$ cat config.mk
export PLATFORM = sky130hd
export DESIGN_NAME = blut_sequencer
export DESIGN_NICKNAME = d
export VERILOG_FILES = /design/src/rtl/blut_pkg.sv /design/src/rtl/blut_arbiter.sv /design/src/rtl/blut_sequencer.sv
export SDC_FILE = /design/constraint.sdc
export NUM_CORES = 1
export LEC_CHECK = 0
export ABC_AREA = 1
export BUFFER_PORTS_ARGS = -buffer_cell sky130_fd_sc_hd__buf_4
export CELL_PAD_IN_SITES_DETAIL_PLACEMENT = 0
export CELL_PAD_IN_SITES_GLOBAL_PLACEMENT = 1
export CORE_MARGIN = 2
export CORE_UTILIZATION = 27
export CTS_CLUSTER_SIZE = 14
export DETAILED_ROUTE_END_ITERATION = 8
export GPL_TIMING_DRIVEN = 0
export HOLD_SLACK_MARGIN = 0.12
export PLACE_DENSITY = 0.84
export REMOVE_ABC_BUFFERS = 1
export SLEW_MARGIN = 20
export SYNTH_ARGS = -nofsm -noshare
export SYNTH_HDL_FRONTEND = slang
export SYNTH_SLANG_ARGS = --single-unit
$ cat constraint.sdc
create_clock -name clk -period 1.7 [get_ports clk]
set_input_delay 0.085 -clock clk [delete_from_list [all_inputs] [get_ports clk]]
set_output_delay 0.085 -clock clk [all_outputs]
set_load 0.1 [all_outputs]
$ cat src/rtl/blut_pkg.sv
// rtl/blut_pkg.sv - shared constants and types for the BLUT sequencer
package blut_pkg;

    localparam int NUM_ENTRIES = 32;
    localparam int IDX_W       = 5;
    localparam int ADDR_W      = 10;

    typedef enum logic [1:0] {IDLE, INIT, RUN} blut_seq_state_t;

    typedef enum {GNT_NONE, GNT_LK, GNT_CFG} blut_gnt_t;

endpackage

$ cat src/rtl/blut_arbiter.sv
// rtl/blut_arbiter.sv - lookup vs config-write grant with bounded write deferral
module blut_arbiter
    import blut_pkg::*;
#(
    parameter int MAX_DEFER = 4
) (
    input  logic      clk,
    input  logic      reset,
    input  logic      i_en,
    input  logic      i_lk_req,
    input  logic      i_cfg_valid,
    output blut_gnt_t o_gnt
);

    localparam int DEF_W = $clog2(MAX_DEFER + 1);

    logic [DEF_W-1:0] r_defer;
    logic             w_defer_full;

    assign w_defer_full = (r_defer == DEF_W'(MAX_DEFER));

    always_comb begin
        o_gnt = GNT_NONE;
        if (i_en) begin
            if (i_lk_req && i_cfg_valid) begin
                o_gnt = w_defer_full ? GNT_CFG : GNT_LK;
            end else if (i_lk_req) begin
                o_gnt = GNT_LK;
            end else if (i_cfg_valid) begin
                o_gnt = GNT_CFG;
            end
        end
    end

    // Counts only cycles where a waiting write actually lost to a lookup.
    always_ff @(posedge clk) begin
        if (reset || !i_en) begin
            r_defer <= '0;
        end else if (o_gnt == GNT_CFG || !i_cfg_valid) begin
            r_defer <= '0;
        end else if (o_gnt == GNT_LK) begin
            r_defer <= r_defer + 1'b1;
        end
    end

endmodule

$ cat src/rtl/blut_sequencer.sv
// rtl/blut_sequencer.sv - BLUT port owner: post-reset table init, then lookup/config arbitration
module blut_sequencer
    import blut_pkg::*;
#(
    parameter int MAX_DEFER = 4
) (
    input  logic              clk,
    input  logic              reset,
    input  logic              init_valid,
    input  logic [ADDR_W-1:0] init_target,
    output logic              init_ready,
    output logic              init_done,
    input  logic              lk_req,
    input  logic [IDX_W-1:0]  lk_index,
    output logic              lk_ready,
    output logic              lk_rsp_valid,
    output logic [ADDR_W-1:0] lk_target,
    input  logic              cfg_valid,
    input  logic [IDX_W-1:0]  cfg_index,
    input  logic [ADDR_W-1:0] cfg_target,
    output logic              cfg_ready,
    output logic [IDX_W-1:0]  blut_index,
    output logic [ADDR_W-1:0] blut_target_address,
    output logic              blut_write_enable,
    input  logic [ADDR_W-1:0] blut_branch_target
);

    blut_seq_state_t r_state;
    blut_seq_state_t w_next_state;
    blut_gnt_t       w_gnt;

    logic [IDX_W-1:0] r_init_cnt;
    logic [IDX_W-1:0] r_last_index;
    logic             r_lk_rsp_valid;
    logic             w_init_beat;
    logic             w_run;

    assign w_run       = (r_state == RUN);
    assign w_init_beat = (r_state == INIT) && init_valid;

    blut_arbiter #(
        .MAX_DEFER (MAX_DEFER)
    ) u_arbiter (
        .clk         (clk),
        .reset       (reset),
        .i_en        (w_run),
        .i_lk_req    (lk_req),
        .i_cfg_valid (cfg_valid),
        .o_gnt       (w_gnt)
    );

    always_ff @(posedge clk) begin
        if (reset) begin
            r_state <= IDLE;
        end else begin
            r_state <= w_next_state;
        end
    end

    always_comb begin
        w_next_state = r_state;
        case (r_state)
            IDLE:    w_next_state = INIT;
            INIT:    if (w_init_beat && r_init_cnt == IDX_W'(NUM_ENTRIES - 1)) w_next_state = RUN;
            RUN:     w_next_state = RUN;
            default: w_next_state = IDLE;
        endcase
    end

    // Index holds its previous value when nothing is granted, so the BLUT
    // output register keeps re-reading the same entry on idle cycles.
    always_comb begin
        init_ready          = (r_state == INIT);
        init_done           = w_run;
        lk_ready            = (w_gnt == GNT_LK);
        cfg_ready           = (w_gnt == GNT_CFG);
        blut_write_enable   = 1'b0;
        blut_index          = r_last_index;
        blut_target_address = '0;
        if (w_init_beat) begin
            blut_write_enable   = 1'b1;
            blut_index          = r_init_cnt;
            blut_target_address = init_target;
        end else if (w_gnt == GNT_CFG) begin
            blut_write_enable   = 1'b1;
            blut_index          = cfg_index;
            blut_target_address = cfg_target;
        end else if (w_gnt == GNT_LK) begin
            blut_index          = lk_index;
        end
    end

    always_ff @(posedge clk) begin
        if (reset) begin
            r_init_cnt     <= '0;
            r_last_index   <= '0;
            r_lk_rsp_valid <= 1'b0;
        end else begin
            if (w_init_beat) begin
                r_init_cnt <= r_init_cnt + 1'b1;
            end
            r_last_index   <= blut_index;
            r_lk_rsp_valid <= (w_gnt == GNT_LK);
        end
    end

    assign lk_rsp_valid = r_lk_rsp_valid;
    assign lk_target    = blut_branch_target;

endmodule

# == Word level (Yosys, flattened, before mapping) ==
# Cells that the tools add are included.
# totals
elab_cells,37
out_inout_bits,31
in_bits,45
register_bits,16
# classes
reduce_logical,9
n_mux,14
n_addsub,2
n_eq_ne,7
# ops
op,n
32-bit 2-to-1 mux,3
"32-bit by 2-bit == test with 1-bit output, second input constant",1
"32-bit by 3-bit == test with 1-bit output, second input constant",1
10-bit 2-to-1 mux,2
5-bit 2-to-1 mux,3
2-bit 2-to-1 mux,3
2-bit case mux with 3 select lines,1
"5-bit by 1-bit adder with 5-bit output, second input constant",1
"5-bit == test, second input constant",1
"3-bit by 1-bit adder with 3-bit output, second input constant",1
"3-bit == test, second input constant",1
1-bit logical AND,3
"2-bit by 1-bit == test with 1-bit output, second input constant",1
"2-bit == test, second input constant",1
1-bit zero test,2
2-bit zero test,1
1-bit logical OR,2
1-bit 2-to-1 mux,2
"2-bit by 1-bit inequality test with 1-bit output, second input constant",1
2-bit OR reduction,1

# == Logic depth before layout (Yosys ltp) ==
# Gate-level depths: netlist of run 1.
# logic_depth
depth_word,8
ltp_mapped,10
depth_no_buf,10

# == By module ==
# Synthesis of run 1 repeated with hierarchy kept, for this count alone.
# unflattened
hier_cells,275
area_unflattened_um2,1719.1
# by_module_without_submodules
mod,seq_area_each_um2,cells_each,instances,area_each_um2
blut_sequencer,260.2,212,1,1281.2
blut_arbiter,60.1,63,1,437.9

# == Worst setup path before layout of run 1 ==
# No wires, ideal clock.
# synth_timing
path_type,register to output
start,register r_state[0]
end,output blut_target_address[0]
required_ns,1.615
arrival_ns,3.052
path_stages_with_launch,8
path_buffers,1
slack_ns,-1.437
cell_sequence,dfxtp_1 -> inv_1 -> ha_1 -> nand2_1 -> inv_1 -> nand2_4 -> buf_2 -> o21ai_1
# synth_between
elab_chain_cells,5
elab_cells_between_ends,7
classes_between,eq/ne: 3; mux: 3; reduce/logical: 1
# synth_lines
element,line_no,source
from (decl),blut_sequencer.sv:28,blut_seq_state_t r_state;
from (signal assigned),blut_sequencer.sv:56,r_state <= w_next_state;
2-bit == test,blut_sequencer.sv:38,assign w_run = (r_state == RUN);
via init_done,blut_sequencer.sv:12,"output logic init_done,"
32-bit 2-to-1 mux,blut_arbiter.sv:24,if (i_en) begin
32-bit by 3-bit == test with 1-bit output,blut_sequencer.sv:84,end else if (w_gnt == GNT_CFG) begin
10-bit 2-to-1 mux,blut_sequencer.sv:84,
10-bit 2-to-1 mux,blut_sequencer.sv:80,if (w_init_beat) begin
to (decl),blut_sequencer.sv:23,"output logic [ADDR_W-1:0] blut_target_address,"
# The timed path passes the listed nets, and every way through them passes these cells.

# == Worst setup path after layout of run 1 ==
# layout_timing
start,register r_state[0]
end,output blut_target_address[4]
# layout_between
elab_chain_cells,5
elab_cells_between_ends,7
classes_between,eq/ne: 3; mux: 3; reduce/logical: 1
# layout_lines
element,line_no
2-bit == test,blut_sequencer.sv:38
32-bit 2-to-1 mux,blut_arbiter.sv:24
32-bit by 3-bit == test with 1-bit output,blut_sequencer.sv:84
10-bit 2-to-1 mux,blut_sequencer.sv:84
10-bit 2-to-1 mux (*),blut_sequencer.sv:80
# Mark *: on every way between the ends. The rest lies on a longest branch, timed or not.

==> out/qor.yml, run 1 <==
status: "finished, final reports clean"
grt_antenna_before_repair: 0
setup_ws_ps: 2.44
route.detailed.drc: 0
numCtsBuffers: 3
finalSetupViolCount: 0
clk_pin_slew_ps: 60
nets: 292
synth_seq_cells: 16
firstDrtPassIters: 4
min_to: "lk_target[0]"
synth.top_cell.area_share: 0.276
synthTopCellsByArea: "dfxtp_1 28%, nand2_1 17%, ha_1 7.5%"
powerDensity_nw_per_um2: 1420
dieArea_um2: 4840
worstMarginPinSlew_ps: 279
maxSlewViolCount: 0
fillers: 375
skew_ps: 4.12
multi_input_area_um2: 887
vias_per_cell: 4.60
synthArstFlopShare: 0
antenna_left: 0
r2r_slack_ps: 330
fin_area_um2: 2160
cap_viol_max_count: 0
maxSlewHeadroom: 0.816
grt_start_max_net_pins: 11
min_from: "blut_branch_target[0]"
grt.overflow.total: 0
yosysMostFrequentCell: "nand2_1"
syn-cell-area_um2: 1160
fp.dieW_um: 69.6
crit_fanout: 8
ir_worst_vdd_mv: 0.532
final_hold_viol_count: 0
dieHeight_um: 69.6
hpwl_um: 2170
yosysWarningCount: 0
synth_edf_count: 0
power.leakage_nw: 1.00
grt_pass1_vias: 1302
routabilityCongestion: 0.729
seq_area_um2: 325
wirelength_um: 3600
yosysUniqueCellTypes: 21
synth_commonest_cells: "54 x nand2_1, 18 x inv_1, 16 x dfxtp_1"
worstRegToRegCells: 8
portBuffers: 55
critPathRequiredTime_ps: 1620
reg2reg_to: "r_last_index[4]$_SDFF_PP0_"
via_count: 1324
startpoint_type: "flip-flop"
root_buffer: "clkbuf_8"
period_share: 0.999
yosysSeqAreaShare: 0.276
synth_flop_cell: "dfxtp_1"
drt-wirelength-per-cell_um: 12.5
cts.sink_count: 16
track_usage: 0.147
drt-initial-drc-count: 23
hold_path_depth: 0
synth_top_area_cell: "dfxtp_1"
grt_pass1_wl_um: 5760
drive_gt1_frac: 0.521
synth_area_per_cell_um2: 6.52
critPathCaptureType: "output pin"
post-route-min-period_ps: 1700
initial_core_util: 0.286
fp.coreArea_um2: 4060
timing.setup.critical_path_class: "flip-flop to output pin"
max_freq_mhz: 589
cts_tree: "done"
num_antenna_cells: 0
cts_buffer_depth: 2
ios: 76
h-tree-depth: 1
min_path_type: "primary input to output pin"
crit_arrival_ps: 1610
clk_latency_ps: 250
dpl_worst_slack_ps: -228
timing.rr.start: "r_state[1]$_SDFFE_PP0P_"
power.total_mw: 3.06
rsz0062_at_grt: "true"
placed_area_um2: 1530
syn_inst: 178
synthToLayoutAreaGrowth_pct: 86.2
placementRows: 23
## sequential cells by signal (all words and copies together) (netlist names)
signal / flops
lk_rsp_valid: 1
r_init_cnt: 5
r_last_index: 5
r_state: 2
u_arbiter.r_defer: 3
## worst max-delay path, cell delays in order, from the launching register on
cell     delay [ps]
dfxtp_2         340
inv_2            70
ha_4            140
nand2_1          60
inv_2           110
nand2_8          90
buf_6           180
o21ai_4         160
buf_12          190
## final cells by class
type,count,area share
repair inverters,1,0.00289
inverters,22,0.0440
multi-input cells,127,0.410
repair buffers,69,0.344
clock buffers,3,0.0191
well taps,50,0.0289
flip-flops and latches,16,0.150
## report_power, final
| part | internal, mW | switching, mW | total [mW] |
|---|---|---|---|
| clock network | 0.157 | 0.134 | 0.292 |
| logic | 0.775 | 1.50 | 2.28 |
| registers | 0.444 | 0.0480 | 0.492 |
## worst max-delay path by stage
stage                     slack [ps]                endpoint                              start
final                              2  blut_target_address[4]            r_state[0]$_SDFFE_PP0P_
after global routing             -60           blut_index[1]  u_arbiter.r_defer[0]$_SDFFE_PP0P_
after CTS                         10           blut_index[2]            r_state[1]$_SDFFE_PP0P_
after detailed placement        -230           blut_index[2]            r_state[1]$_SDFFE_PP0P_
after global placement          -240           blut_index[2]            r_state[1]$_SDFFE_PP0P_
after floorplan                -1320  blut_target_address[0]            r_state[0]$_SDFFE_PP0P_
## stage by stage
step | hold WS [ps] | setup TNS, ps | util | cells
2_1_floorplan | 147 | -26260 | - | 163
3_3_place_gp | 171 | -1180 | 0.378 | 268
3_5_place_dp | 171 | -1330 | 0.378 | 268
4_1_cts | 171 | 0 | 0.515 | 285
5_1_grt | 171 | -686 | 0.533 | 288
6_report | 171 | 0 | 0.533 | 288
## cell usage in the layout, fill, tap and decap left out, drive strengths merged
| cell | n |
|---|---|
| nand2 | 64 |
| a21oi | 13 |
| dlygate4sd3 | 1 |
| nand3 | 9 |
| o21a | 1 |
| nor3 | 2 |
| nand4 | 1 |
| buf | 68 |
| dfxtp | 16 |
| inv | 23 |
| nor2 | 14 |
| o21ai | 16 |
| clkbuf | 3 |
| ha | 7 |
## routing by layer
| layer | wire length [um] | share of wire | global-route usage | vias to the layer above |
|---|---|---|---|---|
| met5 | 0 | 0 | 0 | - |
| met4 | 51 | 0.014 | 0.0523 | 0 |
| met3 | 298 | 0.083 | 0.0567 | 5 |
| met2 | 1850 | 0.51 | 0.271 | 64 |
| met1 | 1400 | 0.39 | 0.149 | 582 |
| li1 | - | - | - | 673 |
## repair_timing
action                     4_1_cts  5_1_grt
buffers inserted                10        3
hold buffers                     1        0
resized for setup               93       10
gates cloned                     3        0
pin swaps                       10        5
setup endpoints to repair       18       16
hold endpoints to repair         8        0
## kinds of logic (layout without fill, tap and decap cells)
logic type      after synthesis  in the layout  share of synthesized area
compound gates               30             30                      0.144
buf+inv                      37             95                      0.162
fa+ha+maj                     7              7                     0.0754
flops                        16             16                      0.276
simple gates                 88             90                      0.343
(Power assumes the default switching activity.)
==> inputs of run 2 (changes only) <==
--- a/config.mk
+++ b/config.mk
@@ -10,12 +10,12 @@
 export CELL_PAD_IN_SITES_DETAIL_PLACEMENT = 0
 export CELL_PAD_IN_SITES_GLOBAL_PLACEMENT = 1
 export CORE_MARGIN = 2
-export CORE_UTILIZATION = 27
+export CORE_UTILIZATION = 29
 export CTS_CLUSTER_SIZE = 14
 export DETAILED_ROUTE_END_ITERATION = 8
 export GPL_TIMING_DRIVEN = 0
 export HOLD_SLACK_MARGIN = 0.12
-export PLACE_DENSITY = 0.84
+export PLACE_DENSITY = 0.89
 export REMOVE_ABC_BUFFERS = 1
 export SLEW_MARGIN = 20
 export SYNTH_ARGS = -nofsm -noshare
==> constraint.sdc (replaced) <==
create_clock -name clk -period 2.1 [get_ports clk]
set_input_delay 0.105 -clock clk [delete_from_list [all_inputs] [get_ports clk]]
set_output_delay 0.105 -clock clk [all_outputs]
set_load 0.1 [all_outputs]
==> run 2 against run 1 <==
- utilization decreased by 9.5 points
- sequential share of layout area increased by 4.5 points
- routed wire length decreased by 23%
- critical endpoint is now blut_index[2]
==> out/qor.yml, run 2 (synthesis results as in run 1) <==
initial_core_util: 0.310  # +0.0240
cts.sink_count: 16  # unchanged
maxSlewViolCount: 0  # unchanged
reg.largest.list: "r_init_cnt (5), r_last_index (5), u_arbiter.r_defer (3)"
final_hold_viol_count: 0  # unchanged
firstDrtPassIters: 4  # unchanged
crit_chain: "inv_1 > ha_1 > nand2_1 > nand2_2 > nand2_8 > inv_2 > nor2_8 > nand2_2 > nand2_1 > buf_6"
fp.dieW_um: 67.3  # -3.3%
period_share: 0.933
ios: 76  # unchanged
drt-wirelength-per-cell_um: 10.3  # -18%
portBuffers: 55  # unchanged
fin_area_um2: 1640  # -24%
maxSlewHeadroom: 0.813  # -0.00243
slowest_stage: "dfxtp_1"
dieArea_um2: 4530  # -6.5%
final_util: 0.438  # -0.0953
p_int_mw: 0.843  # -39%
fp.coreArea_um2: 3740  # -7.7%
num_antenna_cells: 0  # unchanged
clk_pin_slew_ps: 60  # about the same
vias_per_cell: 4.47  # -2.8%
drive_gt1_frac: 0.350  # -0.171
grt_pass1_wl_um: 4420  # -23%
power.leakage_nw: 0.854  # -15%
critPathLaunch: "u_arbiter.r_defer[0]$_SDFFE_PP0P_"
finalSetupViolCount: 0  # unchanged
numCtsBuffers: 3  # unchanged
grt.overflow.total: 0  # unchanged
power_frac_seq: 0.188  # +0.027
max_stage_delay_ps: 360  # +20 ps
timing.setup.critical_path_class: "flip-flop to output pin"
layout_commonest_cell: "nand2_1"
grt_start_max_net_pins: 22  # +11
worstMarginPinSlew_ps: 282  # +3.68 ps
min_path_type: "primary input to flip-flop"
root_buffer: "clkbuf_8"
post-route-min-period_ps: 1960
power.total_mw: 2.03  # -34%
placementRows: 22  # -4.3%
powerDensity_nw_per_um2: 1240  # -12%
grt_antenna_before_repair: 0  # unchanged
setup_ws_ps: 142  # +139 ps
nets: 276  # -5.5%
track_usage: 0.129  # -0.0183
hpwl_um: 2140  # -1.7%
dieHeight_um: 67.3  # -3.3%
skew_ps: 0.518  # -3.60 ps
antenna_left: 0  # unchanged
grt_pass1_vias: 1086  # -17%
critPathCaptureType: "output pin"
ir_worst_vdd_mv: 0.459  # -14%
final_cells: 271  # -5.9%
routabilityCongestion: 0.711  # -2.5%
holdWs_ps: 181  # +10.7 ps
critPathRequiredTime_ps: 2000  # +380 ps
wirelength_um: 2780  # -23%
cap_viol_max_count: 0  # unchanged
min_from: "lk_req"
switching_share: 0.585  # +0.0345
route.detailed.drc: 0  # unchanged
dpl_worst_slack_ps: 178  # +407 ps
timing.rr.start: "r_state[1]$_SDFFE_PP0P_"
crit_fanout: 16  # +8
dpl.cell_count: 266  # -0.75%
startpoint_type: "flip-flop"
drt-initial-drc-count: 27  # +17%
status: "finished, final reports clean"
cts_buffer_depth: 2  # unchanged
crit_arrival_ps: 1850  # +240 ps
clk_latency_ps: 250  # about the same
p_clk_frac: 0.135  # +0.040
max_freq_mhz: 511
cts_tree: "done"
via_count: 1211  # -8.5%
comb_power_share: 0.676  # -0.068
finalSetupTns_ps: 0  # unchanged
placed_area_um2: 1530  # -0.16%
p_sw_mw: 1.19  # -30%
synthToLayoutAreaGrowth_pct: 41.1
final_cell_mix: "54 x nand2_1, 51 x buf_4, 18 x inv_1, 16 x dfxtp_1, 13 x nor2_1"
h-tree-depth: 1  # unchanged
[run 2: layout make-up]
type | instances | area (um2)
Clock buffer | 4 | 55.1
Fill cell | 406 | 2110
Inverter | 22 | 90.1
Multi-Input combinational cell | 125 | 671
Sequential cell | 16 | 320
Tap cell | 48 | 60.1
Timing Repair Buffer | 56 | 442
[run 2: power groups by stage]
| stage | registers (mW) | clock network (mW) | logic, mW |
|---|---|---|---|
| after global routing | 0.387 | 0.294 | 1.46 |
| after floorplan | 0.396 | 0 | 1.05 |
| final | 0.382 | 0.275 | 1.37 |
| after global placement | 0.387 | 0 | 1.33 |
| after CTS | 0.381 | 0.284 | 1.35 |
| after detailed placement | 0.388 | 0 | 1.34 |
[run 2: layer usage]
| layer | GRT usage | vias up | routed length, um |
|---|---|---|---|
| li1 | - | 637 | - |
| met4 | 0.0383 | 0 | 22 |
| met2 | 0.202 | 60 | 1250 |
| met5 | 0 | - | 0 |
| met3 | 0.0767 | 4 | 305 |
| met1 | 0.147 | 510 | 1200 |
[run 2: worst max-delay path: cells and delay by family (launching register included)]
family	cells	cell delay, ps
buffers and inverters	3	380
adders and majority gates	1	220
and+or+nand+nor	6	650
DFF	1	360
[run 2: worst paths after layout]
| path | end | slack (ps) | depth (start not counted) |
|---|---|---|---|
| min | u_arbiter.r_defer[0]$_SDFFE_PP0P_ | 180 | 3 |
| max reg2reg | r_init_cnt[3]$_SDFFE_PP0P_ | 640 | 8 |
| max | blut_index[2] | 140 | 10 |
| min reg2reg | r_init_cnt[2]$_SDFFE_PP0P_ | 470 | 2 |
[run 2: repair_timing]
| action | 4_1_cts | 5_1_grt |
|---|---|---|
| resized for setup | 2 | 8 |
| hold buffers | 1 | 0 |
| pin swaps | 0 | 0 |
| setup endpoints to repair | 4 | 4 |
| buffers inserted | 0 | 0 |
| hold endpoints to repair | 7 | 0 |
==> inputs of run 3 (changes only) <==
==> constraint.sdc (replaced) <==
create_clock -name clk -period 2.3 [get_ports clk]
set_input_delay 0.115 -clock clk [delete_from_list [all_inputs] [get_ports clk]]
set_output_delay 0.115 -clock clk [all_outputs]
set_load 0.1 [all_outputs]
==> run 3 against run 2 <==
- combinational power down 11%
- clock power down 9.1%
- sequential share of layout area up 0.41 points
- cell count unchanged
- worst setup slack better by 110 ps
- global-route usage unchanged
- first-iteration DRC count up 26%
- sequential power down 8.9%
- clock skew about the same
- worst hold slack better by 17 ps
- critical path depth unchanged
- flip-flop and latch count unchanged
==> out/qor.yml, run 3 (synthesis results as in run 1) <==
holdWs_ps: 199  # +17.4 ps
worstRegToRegCells: 8  # unchanged
drt-wirelength-per-cell_um: 10.3  # +0.32%
fp.dieW_um: 67.3  # unchanged
dpl.cell_count: 266  # unchanged
track_usage: 0.129  # unchanged
maxSlewViolCount: 0  # unchanged
crit_chain: "inv_1 > ha_1 > nand2_1 > nand2_2 > nand2_4 > inv_2 > nor2_8 > nand2_2 > nand2_1 > buf_4"
cts_tree: "done"
drive_gt1_frac: 0.345  # -0.00448
synthToLayoutAreaGrowth_pct: 38.1
fp.coreArea_um2: 3740  # unchanged
dpl_worst_slack_ps: 368  # +190 ps
routabilityCongestion: 0.711  # unchanged
min_path_type: "primary input to flip-flop"
ir_worst_vdd_mv: 0.418  # -9.0%
power.leakage_nw: 0.854  # about the same
critPathRequiredTime_ps: 2180  # +180 ps
vias_per_cell: 4.46  # -0.17%
wirelength_um: 2790  # +0.32%
grt.overflow.total: 0  # unchanged
h-tree-depth: 1  # unchanged
power.total_mw: 1.82  # -10%
drt-initial-drc-count: 34  # +26%
numCtsBuffers: 3  # unchanged
critPathCaptureType: "output pin"
rsz0062_at_grt: "false"
crit_arrival_ps: 1930  # +80 ps
placed_area_um2: 1530  # unchanged
post-route-min-period_ps: 2050
final_cells: 271  # unchanged
r2r_slack_ps: 810  # +170 ps
crit_fanout: 16  # unchanged
maxSlewHeadroom: 0.813  # about the same
grt_pass1_wl_um: 4420  # unchanged
finalSetupTns_ps: 0  # unchanged
startpoint_type: "flip-flop"
critPathLaunch: "u_arbiter.r_defer[0]$_SDFFE_PP0P_"
setup_ws_ps: 255  # +113 ps
dieArea_um2: 4530  # unchanged
route.detailed.drc: 0  # unchanged
cts_setup_buffers: 0  # unchanged
grt_start_max_net_pins: 22  # unchanged
nets: 276  # unchanged
grt_antenna_before_repair: 0  # unchanged
placementRows: 22  # unchanged
ios: 76  # unchanged
reg2reg_to: "r_init_cnt[3]$_SDFFE_PP0P_"
final_util: 0.428  # -0.00902
dieHeight_um: 67.3  # unchanged
cap_viol_max_count: 0  # unchanged
skew_ps: 0.559  # +0.0410 ps
grt_pass1_vias: 1086  # unchanged
initial_core_util: 0.310  # unchanged
clk_pin_slew_ps: 60  # about the same
cts_buffer_depth: 2  # unchanged
status: "finished, final reports clean"
num_antenna_cells: 0  # unchanged
slowest_stage: "dfxtp_1"
max_stage_delay_ps: 360  # about the same
clk_latency_ps: 250  # about the same
timing.rr.start: "r_state[1]$_SDFFE_PP0P_"
root_buffer: "clkbuf_8"
period_share: 0.889
layout_commonest_cell: "buf_4"
reg.largest.list: "r_init_cnt (5), r_last_index (5), u_arbiter.r_defer (3)"
worstMarginPinSlew_ps: 282  # +0.144 ps
final_cell_mix: "55 x buf_4, 54 x nand2_1, 18 x inv_1, 16 x dfxtp_1, 13 x nor2_1"
cts.sink_count: 16  # unchanged
antenna_left: 0  # unchanged
hpwl_um: 2140  # unchanged
via_count: 1209  # -0.17%
cp-endpoint: "blut_index[2]"
max_freq_mhz: 489
timing.setup.critical_path_class: "flip-flop to output pin"
fin_area_um2: 1600  # -2.1%
finalSetupViolCount: 0  # unchanged
final_hold_viol_count: 0  # unchanged
firstDrtPassIters: 4  # unchanged
powerDensity_nw_per_um2: 1140  # -8.3%
portBuffers: 55  # unchanged
[run 3: cell types whose count changed in the layout (fill, tap and decap cells not counted)]
cell | before | now
a21oi_1 | 8 | 9
a21oi_2 | 5 | 4
buf_4 | 51 | 55
buf_6 | 3 | 0
buf_8 | 1 | 0
inv_6 | 0 | 1
inv_8 | 1 | 0
nand2_4 | 2 | 3
nand2_8 | 1 | 0
[run 3: routing by layer]
layer	up-vias	GRT usage	wire, um
met5	-	0	0
met4	0	0.0383	22
met3	4	0.0767	301
met2	58	0.202	1280
met1	509	0.147	1190
li1	638	-	-
[run 3: repair_timing]
item                                   4_1_cts  5_1_grt
hold buffers                                 1        0
setup endpoints to repair                    0        4
endpoints found under the hold margin        7        0
resized for setup                            0        2
[run 3: cell type report]
class	count	area [um2]
clock buffer	4	55.1
inverter	22	87.6
fill	406	2140
tap	48	60.1
sequential	16	320
multi-input combinational	125	658
timing repair buffer	56	423
[run 3: where the power goes]
part           switching [mW]  total, mW  internal, mW
sequential             0.0237      0.348         0.324
clock                  0.0979      0.250         0.152
combinational           0.950       1.22         0.273
[run 3: worst min path at each step]
| stage | start | end | slack (ps) | cells after the start |
|---|---|---|---|---|
| 6_report | lk_req | u_arbiter.r_defer[0]$_SDFFE_PP0P_ | 200 | 3 |
| 5_1_grt | lk_req | u_arbiter.r_defer[0]$_SDFFE_PP0P_ | 210 | 3 |
| 4_1_cts | lk_req | u_arbiter.r_defer[0]$_SDFFE_PP0P_ | 190 | 3 |
| 3_5_place_dp | blut_branch_target[0] | lk_target[0] | 230 | 0 |
| 3_3_place_gp | blut_branch_target[0] | lk_target[0] | 230 | 0 |
| 2_1_floorplan | reset | r_last_index[1]$_SDFF_PP0_ | 180 | 1 |
[run 3: critical path: cells and delay by family (launching register included)]
family                     cells  cell delay (ps)
buffers and inverters          3              450
adders and majority gates      1              220
and+or+nand+nor                6              650
DFF                            1              360
